`config.mk`:
```
export PLATFORM = sky130hd
export DESIGN_NAME = dt_scan_scheduler
export DESIGN_NICKNAME = d
export VERILOG_FILES = /design/src/rtl/dt_scan_scheduler.sv
export SDC_FILE = /design/constraint.sdc
export NUM_CORES = 1
export LEC_CHECK = 0
export CORE_MARGIN = 3
export CORE_UTILIZATION = 45
export DETAILED_ROUTE_END_ITERATION = 6
export PLACE_DENSITY = 0.71
export SLEW_MARGIN = 20
export SYNTH_ARGS = -nofsm -noshare
export SYNTH_HDL_FRONTEND = slang
export SYNTH_SLANG_ARGS = --single-unit
```
`constraint.sdc`:
```
create_clock -name clk -period 4.55 [get_ports clk]
set_input_delay 0.6825 -clock clk [delete_from_list [all_inputs] [get_ports clk]]
set_output_delay 0.6825 -clock clk [all_outputs]
set_load 0.03 [all_outputs]
```
`src/rtl/dt_scan_scheduler.sv`:
```
// Two-pass raster scheduler for the distance-transform engine: fetches each interior
// object pixel and its four pass-specific neighbours, then writes the unit's result back.
module dt_scan_scheduler #(
    parameter int IMG_W = 128,
    parameter int AW    = 14,
    parameter int DW    = 8
) (
    input  logic          clk,
    input  logic          reset,
    input  logic          start,
    output logic          busy,
    output logic          done,
    output logic          mem_rd,
    output logic          mem_wr,
    output logic [AW-1:0] mem_addr,
    output logic [DW-1:0] mem_wdata,
    input  logic [DW-1:0] mem_rdata,
    output logic [DW-1:0] dtu_a,
    output logic [DW-1:0] dtu_b,
    output logic [DW-1:0] dtu_c,
    output logic [DW-1:0] dtu_d,
    output logic [DW-1:0] dtu_ref,
    output logic          dtu_bwd,
    input  logic [DW-1:0] dtu_result
);

    localparam int            CW = AW / 2;
    localparam logic [CW-1:0] LO = CW'(1);
    localparam logic [CW-1:0] HI = CW'(IMG_W - 2);

    typedef enum logic [2:0] {
        IDLE,
        RD_C,
        CHK,
        RD_NB,
        CAP,
        WR,
        DONE
    } state_t;

    state_t        state;
    state_t        state_nxt;
    logic [CW-1:0] row;
    logic [CW-1:0] col;
    logic [1:0]    k;
    logic          last_bwd;
    logic [CW-1:0] adv_row;
    logic [CW-1:0] adv_col;
    logic          adv_bwd;
    logic          new_pass;
    logic [CW-1:0] nb_row;
    logic [CW-1:0] nb_col;

    assign last_bwd = dtu_bwd && (row == LO) && (col == LO);

    always_ff @(posedge clk or negedge reset) begin
        if (!reset) begin
            state <= IDLE;
        end else begin
            state <= state_nxt;
        end
    end

    always_comb begin
        state_nxt = state;
        unique case (state)
            IDLE:    if (start) state_nxt = RD_C;
            RD_C:    state_nxt = CHK;
            CHK: begin
                if (mem_rdata != '0) begin
                    state_nxt = RD_NB;
                end else begin
                    state_nxt = last_bwd ? DONE : RD_C;
                end
            end
            RD_NB:   if (k == 2'd3) state_nxt = CAP;
            CAP:     state_nxt = WR;
            WR:      state_nxt = last_bwd ? DONE : RD_C;
            DONE:    state_nxt = IDLE;
            default: state_nxt = IDLE;
        endcase
    end

    // Next scan position; the forward pass hands over to the backward pass at the same
    // corner pixel, and the end of the backward pass rewinds to the reset position.
    always_comb begin
        adv_row  = row;
        adv_col  = col;
        adv_bwd  = dtu_bwd;
        new_pass = 1'b0;
        if (!dtu_bwd) begin
            if (col == HI) begin
                if (row == HI) begin
                    adv_bwd  = 1'b1;
                    new_pass = 1'b1;
                end else begin
                    adv_row = row + CW'(1);
                    adv_col = LO;
                end
            end else begin
                adv_col = col + CW'(1);
            end
        end else begin
            if (col == LO) begin
                if (row == LO) begin
                    adv_bwd = 1'b0;
                end else begin
                    adv_row = row - CW'(1);
                    adv_col = HI;
                end
            end else begin
                adv_col = col - CW'(1);
            end
        end
    end

    always_comb begin
        nb_row = row;
        nb_col = col;
        if (!dtu_bwd) begin
            unique case (k)
                2'd0: begin nb_row = row - CW'(1); nb_col = col - CW'(1); end
                2'd1: begin nb_row = row - CW'(1); end
                2'd2: begin nb_row = row - CW'(1); nb_col = col + CW'(1); end
                default: begin nb_col = col - CW'(1); end
            endcase
        end else begin
            unique case (k)
                2'd0: begin nb_col = col + CW'(1); end
                2'd1: begin nb_row = row + CW'(1); nb_col = col - CW'(1); end
                2'd2: begin nb_row = row + CW'(1); end
                default: begin nb_row = row + CW'(1); nb_col = col + CW'(1); end
            endcase
        end
    end

    // Read data lags its strobe by one cycle, so neighbour k lands while k+1 is being read.
    always_ff @(posedge clk or negedge reset) begin
        if (!reset) begin
            row     <= LO;
            col     <= LO;
            dtu_bwd <= 1'b0;
            k       <= 2'd0;
            dtu_a   <= '0;
            dtu_b   <= '0;
            dtu_c   <= '0;
            dtu_d   <= '0;
            dtu_ref <= '0;
        end else begin
            unique case (state)
                IDLE: begin
                    if (start) begin
                        row     <= LO;
                        col     <= LO;
                        dtu_bwd <= 1'b0;
                        k       <= 2'd0;
                        dtu_a   <= '0;
                        dtu_b   <= '0;
                        dtu_c   <= '0;
                        dtu_d   <= '0;
                        dtu_ref <= '0;
                    end
                end
                CHK: begin
                    if (mem_rdata != '0) begin
                        dtu_ref <= mem_rdata;
                        k       <= 2'd0;
                    end else begin
                        row     <= adv_row;
                        col     <= adv_col;
                        dtu_bwd <= adv_bwd;
                        if (new_pass) begin
                            dtu_a   <= '0;
                            dtu_b   <= '0;
                            dtu_c   <= '0;
                            dtu_d   <= '0;
                            dtu_ref <= '0;
                        end
                    end
                end
                RD_NB: begin
                    k <= k + 2'd1;
                    unique case (k)
                        2'd1:    dtu_a <= mem_rdata;
                        2'd2:    dtu_b <= mem_rdata;
                        2'd3:    dtu_c <= mem_rdata;
                        default: ;
                    endcase
                end
                CAP: begin
                    dtu_d <= mem_rdata;
                end
                WR: begin
                    row     <= adv_row;
                    col     <= adv_col;
                    dtu_bwd <= adv_bwd;
                    if (new_pass) begin
                        dtu_a   <= '0;
                        dtu_b   <= '0;
                        dtu_c   <= '0;
                        dtu_d   <= '0;
                        dtu_ref <= '0;
                    end
                end
                default: ;
            endcase
        end
    end

    always_comb begin
        busy      = (state != IDLE);
        done      = (state == DONE);
        mem_rd    = (state == RD_C) || (state == RD_NB);
        mem_wr    = (state == WR);
        mem_addr  = '0;
        mem_wdata = '0;
        unique case (state)
            RD_C:  mem_addr = {row, col};
            RD_NB: mem_addr = {nb_row, nb_col};
            WR: begin
                mem_addr  = {row, col};
                mem_wdata = dtu_result;
            end
            default: ;
        endcase
    end

endmodule

```
Word-level counts from Yosys, hierarchy flattened --
Index checks and enable logic that the tools add are counted. Widths: inputs -> output; s select.
Cells by class: multiplexer cells 59, equal/unequal tests 19, reduce and logical (&&, ||, !) cells 21, add/sub/neg operators 5
Operators by type and width (number):
- $pmux 8 s4 | 4
- $mux 8 | 15
- $mux 7 | 17
- $pmux 7 s3 | 2
- $pmux 14 s2 | 1
- $pmux 7 s2 | 2
- $pmux 8 s3 | 1
- $pmux 3 s6 | 1
- $add 7x1->7 const B | 2
- $eq 7x1->1 const B | 2
- $eq 7x7->1 const B | 2
- $sub 7x1->7 const B | 2
- $mux 3 | 4
- $reduce_and 4->1 | 3
- $eq 3x3->1 const B | 3
- $reduce_and 3->1 | 3
- $reduce_bool 3->1 | 3
- $mux 1 | 8
- $ne 2x2->1 const B | 4
- $reduce_bool 4->1 | 2
- $reduce_bool 8->1 | 1
- $eq 3x2->1 const B | 2
- $pmux 2 s3 | 1
- $eq 2x2->1 const B | 2
- other kinds (13) | 17
Word-level totals: bits of input ports 19, register bits 60, word-level logic and storage cells 114

Depth between registers and ports, before layout --
Gate-level depths: netlist of run 1.
depth after elaboration 7, mapped depth 9, gate-level depth less buffers 7

Worst setup path after synthesis of run 1 --
No wires, ideal clock.
kind register -> output, from reg col[1], to out mem_addr[6], cell stages (with the launch flop) 9, path buffers 1, arrival time 2.571 ns, setup slack 1.296 ns, path through dfrtp_1 > clkbuf_1 > inv_1 > ha_1 > nor3b_1 > and3_1 > o32a_1 > a21oi_1 > a211oi_1
On the way: longest elaborated chain between the ends 4, elaborated cells between the ends (all ways) 6, classes of those cells add/sub: 2; mux: 4
RTL lines:
- start: declaration | line 44 | logic [CW-1:0] col;
- start signal: assignment | line 170 | col <= adv_col;
- start signal: assignment | line 195 | col <= adv_col;
- $sub 7x1->7 / $add 7x1->7 (equally long branches)
- $pmux 7 s2, on equally long branches | line 121, 128
- $mux 7 * | line 120 | if (!dtu_bwd) begin
- $pmux 14 s2 * | line 217 | unique case (state)
- end: declaration | line 15 | output logic [AW-1:0] mem_addr,
Every way passes the cells marked *; elsewhere a longest branch is shown, timed or not.

Final worst setup path of run 1 --
Same ends and word-level chain as after synthesis.

==> run metrics, run 1 <==
outcome=completed; top-count cell post-synth=dfrtp_1; total CTS buffers=9; asr flop ratio synth=1.000; CTS root buf=clkbuf_8; Clk pin slew, worst setup/hold paths=70 ps; CP bufs+invs=2; die height=102.9 um; diode count=0; post-route ant nets=0; Tot Pwr=3918 uW; Detailed Route WL=12.98 mm; CTS sink cnt=60; Syn Inst Count=492; post-CTS sizing=0; Area Overhead vs Synth=26.28%; Final Wtd Congestion=0.9220; CTS tree=done; critical path's top delay family=simple AND/OR/NAND/NOR gates; leading area contributor after synthesis=dfrtp_1; Internal=2061 uW; crit path launch type=flip-flop; simple-gate area share of the yosys netlist=0.2004; Setup Viol. Count Final=0; average wire per standard cell=19.37 um; Slowest-stage cell, CP=clkdlybuf4s50_1; ys flop type=dfrtp_1; Adder-Cell Fraction of Synth Area=0.03551; iteration-0 DRC count of the detailed router=427; Clk Latency, worst-skew pair=330 ps; required time of the critical path=3870 ps; initial antenna violation count=0; Die W=102.9 um; critical path capture point type=output pin; Mapped Nets=523; DR DRC count=0; pwr dens=733.8 nW/um2; Ports=86; Synth Register Bits=60; synth unique cells=73; top cell type's share of synthesized area=0.3433; fmax=246.5 MHz; register area share after synthesis=0.3557; Yosys warnings=0; maximum vdd drop=444.8 uV; GRT Total Usage=0.2521; DIE AREA=10,590 um2; clk_skew=10.43 ps; xor/xnor share of the synthesized area=0.01864; switching pwr=1857 uW; top cells by area, synth=dfrtp_1 34%, a22o_1 6.8%, nand2_1 4.1%; row cnt=34; Syn Area/Cell=8.593 um2; largest net degree at the start of global routing=44; main combinational cell family by area after synthesis=compound AO/OA/AOI/OAI gates; Combinational Power Share=0.616; synthesized area=4228 um2; Data arrival, critical path=3370 ps; layout cells sized above 1=0.06940; Hold WC Path Type=in2async; Crit Path Class=reg2out; Starting Density=0.4732; Post-synth top cells=58 x dfrtp_1, 46 x nand2_1, 33 x a22o_1, 33 x o21ai_0, 31 x clkbuf_1; hold buffer count at cts=0; clock network power share=0.140; Placed Area=5115 um2; worst-path cell chain=inv_1, ha_1, nor3b_1, and3_1, o32a_1, a21oi_1, a211oi_1, clkdlybuf4s50_1; htree depth=3; HPWL Detailed=9.250 mm; DRT Pass-1 Iters=5; pre-CTS setup slack=872.1 ps; setup ws final=492.6 ps; IO Port Bufs=85; Setup Buffers After CTS=0; DR vias=4,274; setup TNS=0 ps; Worst Max-Slew Pin Slew=758.8 ps; first-pass GRT wire length=21.10 mm; GRT overflow=0; CP Max Fanout=12; RSZ-0062 raised after global routing=no; crit path time final=4057 ps; Reg power frac=0.244; Hold Vio Cnt, Final=0; number of global-route vias before repair=4,078; relative slew slack=0.4941; Final Cell Area=5339 um2; mux cell area share after synthesis=0.03611; final cycle utilization of the critical path=0.8917; Post-synth EDFFs=0; Core Box Area=8934 um2; Via density=6.379; CTS Buffer Depth=2; P_leak=0.002223 uW; Final Max Slew Viols=0; Sw Ratio=0.4739; nets@finish=589; area fraction in compound gates after synthesis=0.2942; Max-cap violations=0; slowest stage delay, CP=710 ps
## per-stage QoR
| stage | hold WS [ps] | std cells | util |
|---|---|---|---|
| floorplan | 386.9 | 492 | - |
| global placement | 484.7 | 655 | 0.5725 |
| detailed placement | 480.2 | 655 | 0.5725 |
| CTS | 290.8 | 670 | 0.5976 |
| global route | 303.8 | 670 | 0.5976 |
| finish | 273.8 | 670 | 0.5976 |
## worst register-to-register path, delay by kind of cell (launching register included)
kind	cells	cell delay, ps
adders and majority gates	1	230
muxes	1	340
and+or+nand+nor	3	1230
AOI/OAI and AO/OA	1	300
DFF	1	690
## kinds of logic after synthesis
| family | count (synthesis) |
|---|---|
| flip-flops | 60 |
| AO/OA/AOI/OAI | 174 |
| adder cells (fa/ha/maj) | 12 |
| AND/OR/NAND/NOR | 158 |
| multiplexers | 15 |
| buffers and inverters | 64 |
| XOR/XNOR | 9 |
## power groups by stage
stage                     clock (uW)  sequential (uW)  combinational [uW]
after global placement             0              952                2360
after CTS                        548              952                2410
after floorplan                    0             1130                1370
final                            547              958                2410
after detailed placement           0              949                2400
after global routing             573              990                2590
## sequential cells by signal, indices dropped and copies added, names as in the netlist, 3 cells and up
| signal | cells |
|---|---|
| dtu_b | 8 |
| dtu_a | 8 |
| row | 7 |
| dtu_c | 8 |
| state | 3 |
| dtu_d | 8 |
| col | 7 |
| dtu_ref | 8 |
## metal layers
metal | part of all wire | up-vias | wire length [um] | global-route usage
met5 | 0 | - | 0 | 0
met4 | 0.014 | 0 | 183 | 0.07271
met3 | 0.077 | 16 | 1004 | 0.05007
met2 | 0.47 | 180 | 6110 | 0.4055
met1 | 0.44 | 2105 | 5676 | 0.3458
li1 | - | 1973 | - | -
## path summary, 6_finish.rpt
path	startpoint	to	slack, ps	cells past startpoint
min in group clk	dtu_d[3]	dtu_d[3]	510	1
setup / recovery	col[1]	mem_addr[6]	490	8
setup reg to reg	col[0]	col[1]	1640	6
hold reg to reg	dtu_d[3]	dtu_d[3]	510	1
hold / removal	reset	dtu_d[2]	270	1
max in group asynchronous	reset	col[0]	3370	2
## layout by cell type (no fill, tap or decap), types with 7 or more instances in the layout
master           instances
a21oi_1                 27
a22o_1                  33
a31oi_1                 12
and3_1                  10
buf_4                    8
clkbuf_8                11
clkdlybuf4s50_1         84
dfrtp_1                 58
ha_1                    12
inv_1                   25
mux2i_1                 13
nand2_1                 46
nand3_1                  7
nor2_1                  28
nor3_1                   7
o21ai_0                 33
o22ai_1                  7
## cell type report
cell class	instances	area, um2
timing repair buffer	93	905.9
clock buffer	11	151.4
clock inverter	4	72.57
tap	108	135.1
fill	775	3595
sequential	60	1504
multi-input combinational	368	2472
inverter	26	97.59
(Power assumes the default switching activity.)
==> inputs of run 2 (changes only) <==
==> constraint.sdc (replaced) <==
create_clock -name clk -period 4.55 [get_ports clk]
set_input_delay 0.91 -clock clk [delete_from_list [all_inputs] [get_ports clk]]
set_output_delay 0.91 -clock clk [all_outputs]
set_load 0.03 [all_outputs]
==> run metrics, run 2 (synthesis results as in run 1) <==
clock network power share=0.132; Die W=102.9 um; most common cell after layout, fill and taps aside=clkdlybuf4s50_1; first-pass GRT wire length=21.22 mm; maximum vdd drop=443.6 uV; Area Overhead vs Synth=26.10%; Sw Ratio=0.4839; IO Port Bufs=85; CP Max Fanout=12; DIE AREA=10,590 um2; R2R cell count=6; Critical Path Source=col[1]; crit path launch type=flip-flop; required time of the critical path=3640 ps; Starting Density=0.4732; fmax=225.4 MHz; Core Box Area=8934 um2; Detailed Route WL=13.09 mm; total CTS buffers=9; Clk Latency, worst-skew pair=340 ps; number of global-route vias before repair=4,077; Sequential Area=1504 um2; Data arrival, critical path=3530 ps; iteration-0 DRC count of the detailed router=344; setup slack, reg-to-reg=1690 ps; crit path time final=4436 ps; Setup Buffers After CTS=0; post-route ant nets=0; Final Cell Area=5331 um2; Combinational Power Share=0.621; Ports=86; Tot Pwr=3873 uW; Final Max Slew Viols=0; Hold WC Path Type=in2async; final cycle utilization of the critical path=0.9750; average wire per standard cell=19.49 um; Setup Viol. Count Final=0; final hold slack=466.9 ps; switching pwr=1874 uW; most frequent cells in the layout=84 x clkdlybuf4s50_1, 58 x dfrtp_1, 46 x nand2_1, 33 x o21ai_0, 33 x a22o_1; relative slew slack=0.4761; P_leak=0.002215 uW; area of the multi-input gates=2472 um2; Worst Max-Slew Pin Slew=784.1 ps; diode count=0; row cnt=34; critical path capture point type=output pin; CTS Buffer Depth=2; GRT overflow=0; R2R Path Start=col[0]; Reg power frac=0.247; Final Wtd Congestion=0.9645; Placed Area=5122 um2; layout cells sized above 1=0.07270; DR DRC count=0; Max-cap violations=0; pwr dens=726.4 nW/um2; Clk pin slew, worst setup/hold paths=80 ps; CTS root buf=clkbuf_8; nets@finish=590; outcome=completed; htree depth=3; Internal=1999 uW; clk_skew=10.08 ps; Hold Vio Cnt, Final=0; largest net degree at the start of global routing=46; Crit Path Class=reg2out; hold buffer count at cts=0; GRT Total Usage=0.2539; DR vias=4,254; reg2reg end=col[1]; Filler Cell Count=825; CTS sink cnt=60; RSZ-0062 raised after global routing=no; initial antenna violation count=0; Via density=6.330; CTS tree=done; HPWL Detailed=9.299 mm; setup TNS=0 ps; die height=102.9 um; DRT Pass-1 Iters=5; post-CTS sizing=0
==> run 2: cell types whose count changed in the layout (fill, tap and decap cells not counted), sizes merged <==
cell	previous run	this run
bufinv	2	1
clkinvlp	1	2
buf	9	10
clkbuf	11	10
inv	25	27
==> run 2: worst max-delay path, cell delays in order, from the launching register on <==
cell             delay, ps
dfrtp_1                510
inv_1                  160
ha_1                   330
nor3b_1                690
and3_1                 310
o32a_1                 180
a21oi_1                 70
a211oi_1               220
clkdlybuf4s50_1        720
==> run 2: how the worst max path moves through the flow <==
stage                        endpoint  cells after the start
after global placement    mem_addr[6]                      8
after CTS                 mem_addr[6]                      8
final                     mem_addr[6]                      8
after floorplan           mem_addr[6]                      8
after global routing      mem_addr[6]                      8
after detailed placement  mem_addr[6]                      8
==> run 2: stage by stage <==
step / worst slack, ps / instances / util
after floorplan: 1069 / 492 / -
after global placement: 712.8 / 656 / 0.5734
after detailed placement: 562.2 / 656 / 0.5734
after CTS: 186.9 / 672 / 0.5968
after global routing: 0.2751 / 672 / 0.5968
final: 113.7 / 672 / 0.5968
==> run 2: per-layer routing <==
layer | share of wire | track usage
met1 | 0.44 | 0.3590
met2 | 0.47 | 0.3947
met3 | 0.075 | 0.04263
met4 | 0.017 | 0.08765
met5 | 0 | 0
==> run 2: area by class of cell <==
class	instances	area share
Inverter	26	0.01831
Timing Repair Buffer	94	0.1713
Clock buffer	10	0.02582
Clock inverter	6	0.01338
Multi-Input combinational cell	368	0.4637
Sequential cell	60	0.2821
Tap cell	108	0.02535
==> run 2: power by group through the flow <==
stage / combinational (uW) / sequential, uW / clock (uW)
after floorplan: 1370 / 1130 / 0
after CTS: 2400 / 950 / 518
final: 2410 / 955 / 511
after detailed placement: 2390 / 948 / 0
after global placement: 2360 / 952 / 0
after global routing: 2590 / 989 / 540
==> inputs of run 3 (changes only) <==
--- a/config.mk
+++ b/config.mk
@@ -9,7 +9,6 @@
 export CORE_UTILIZATION = 45
 export DETAILED_ROUTE_END_ITERATION = 6
 export PLACE_DENSITY = 0.71
-export SLEW_MARGIN = 20
 export SYNTH_ARGS = -nofsm -noshare
 export SYNTH_HDL_FRONTEND = slang
 export SYNTH_SLANG_ARGS = --single-unit
==> results of run 3 <==
Same layout as run 2: the final DEF is identical, and so are final timing and power.
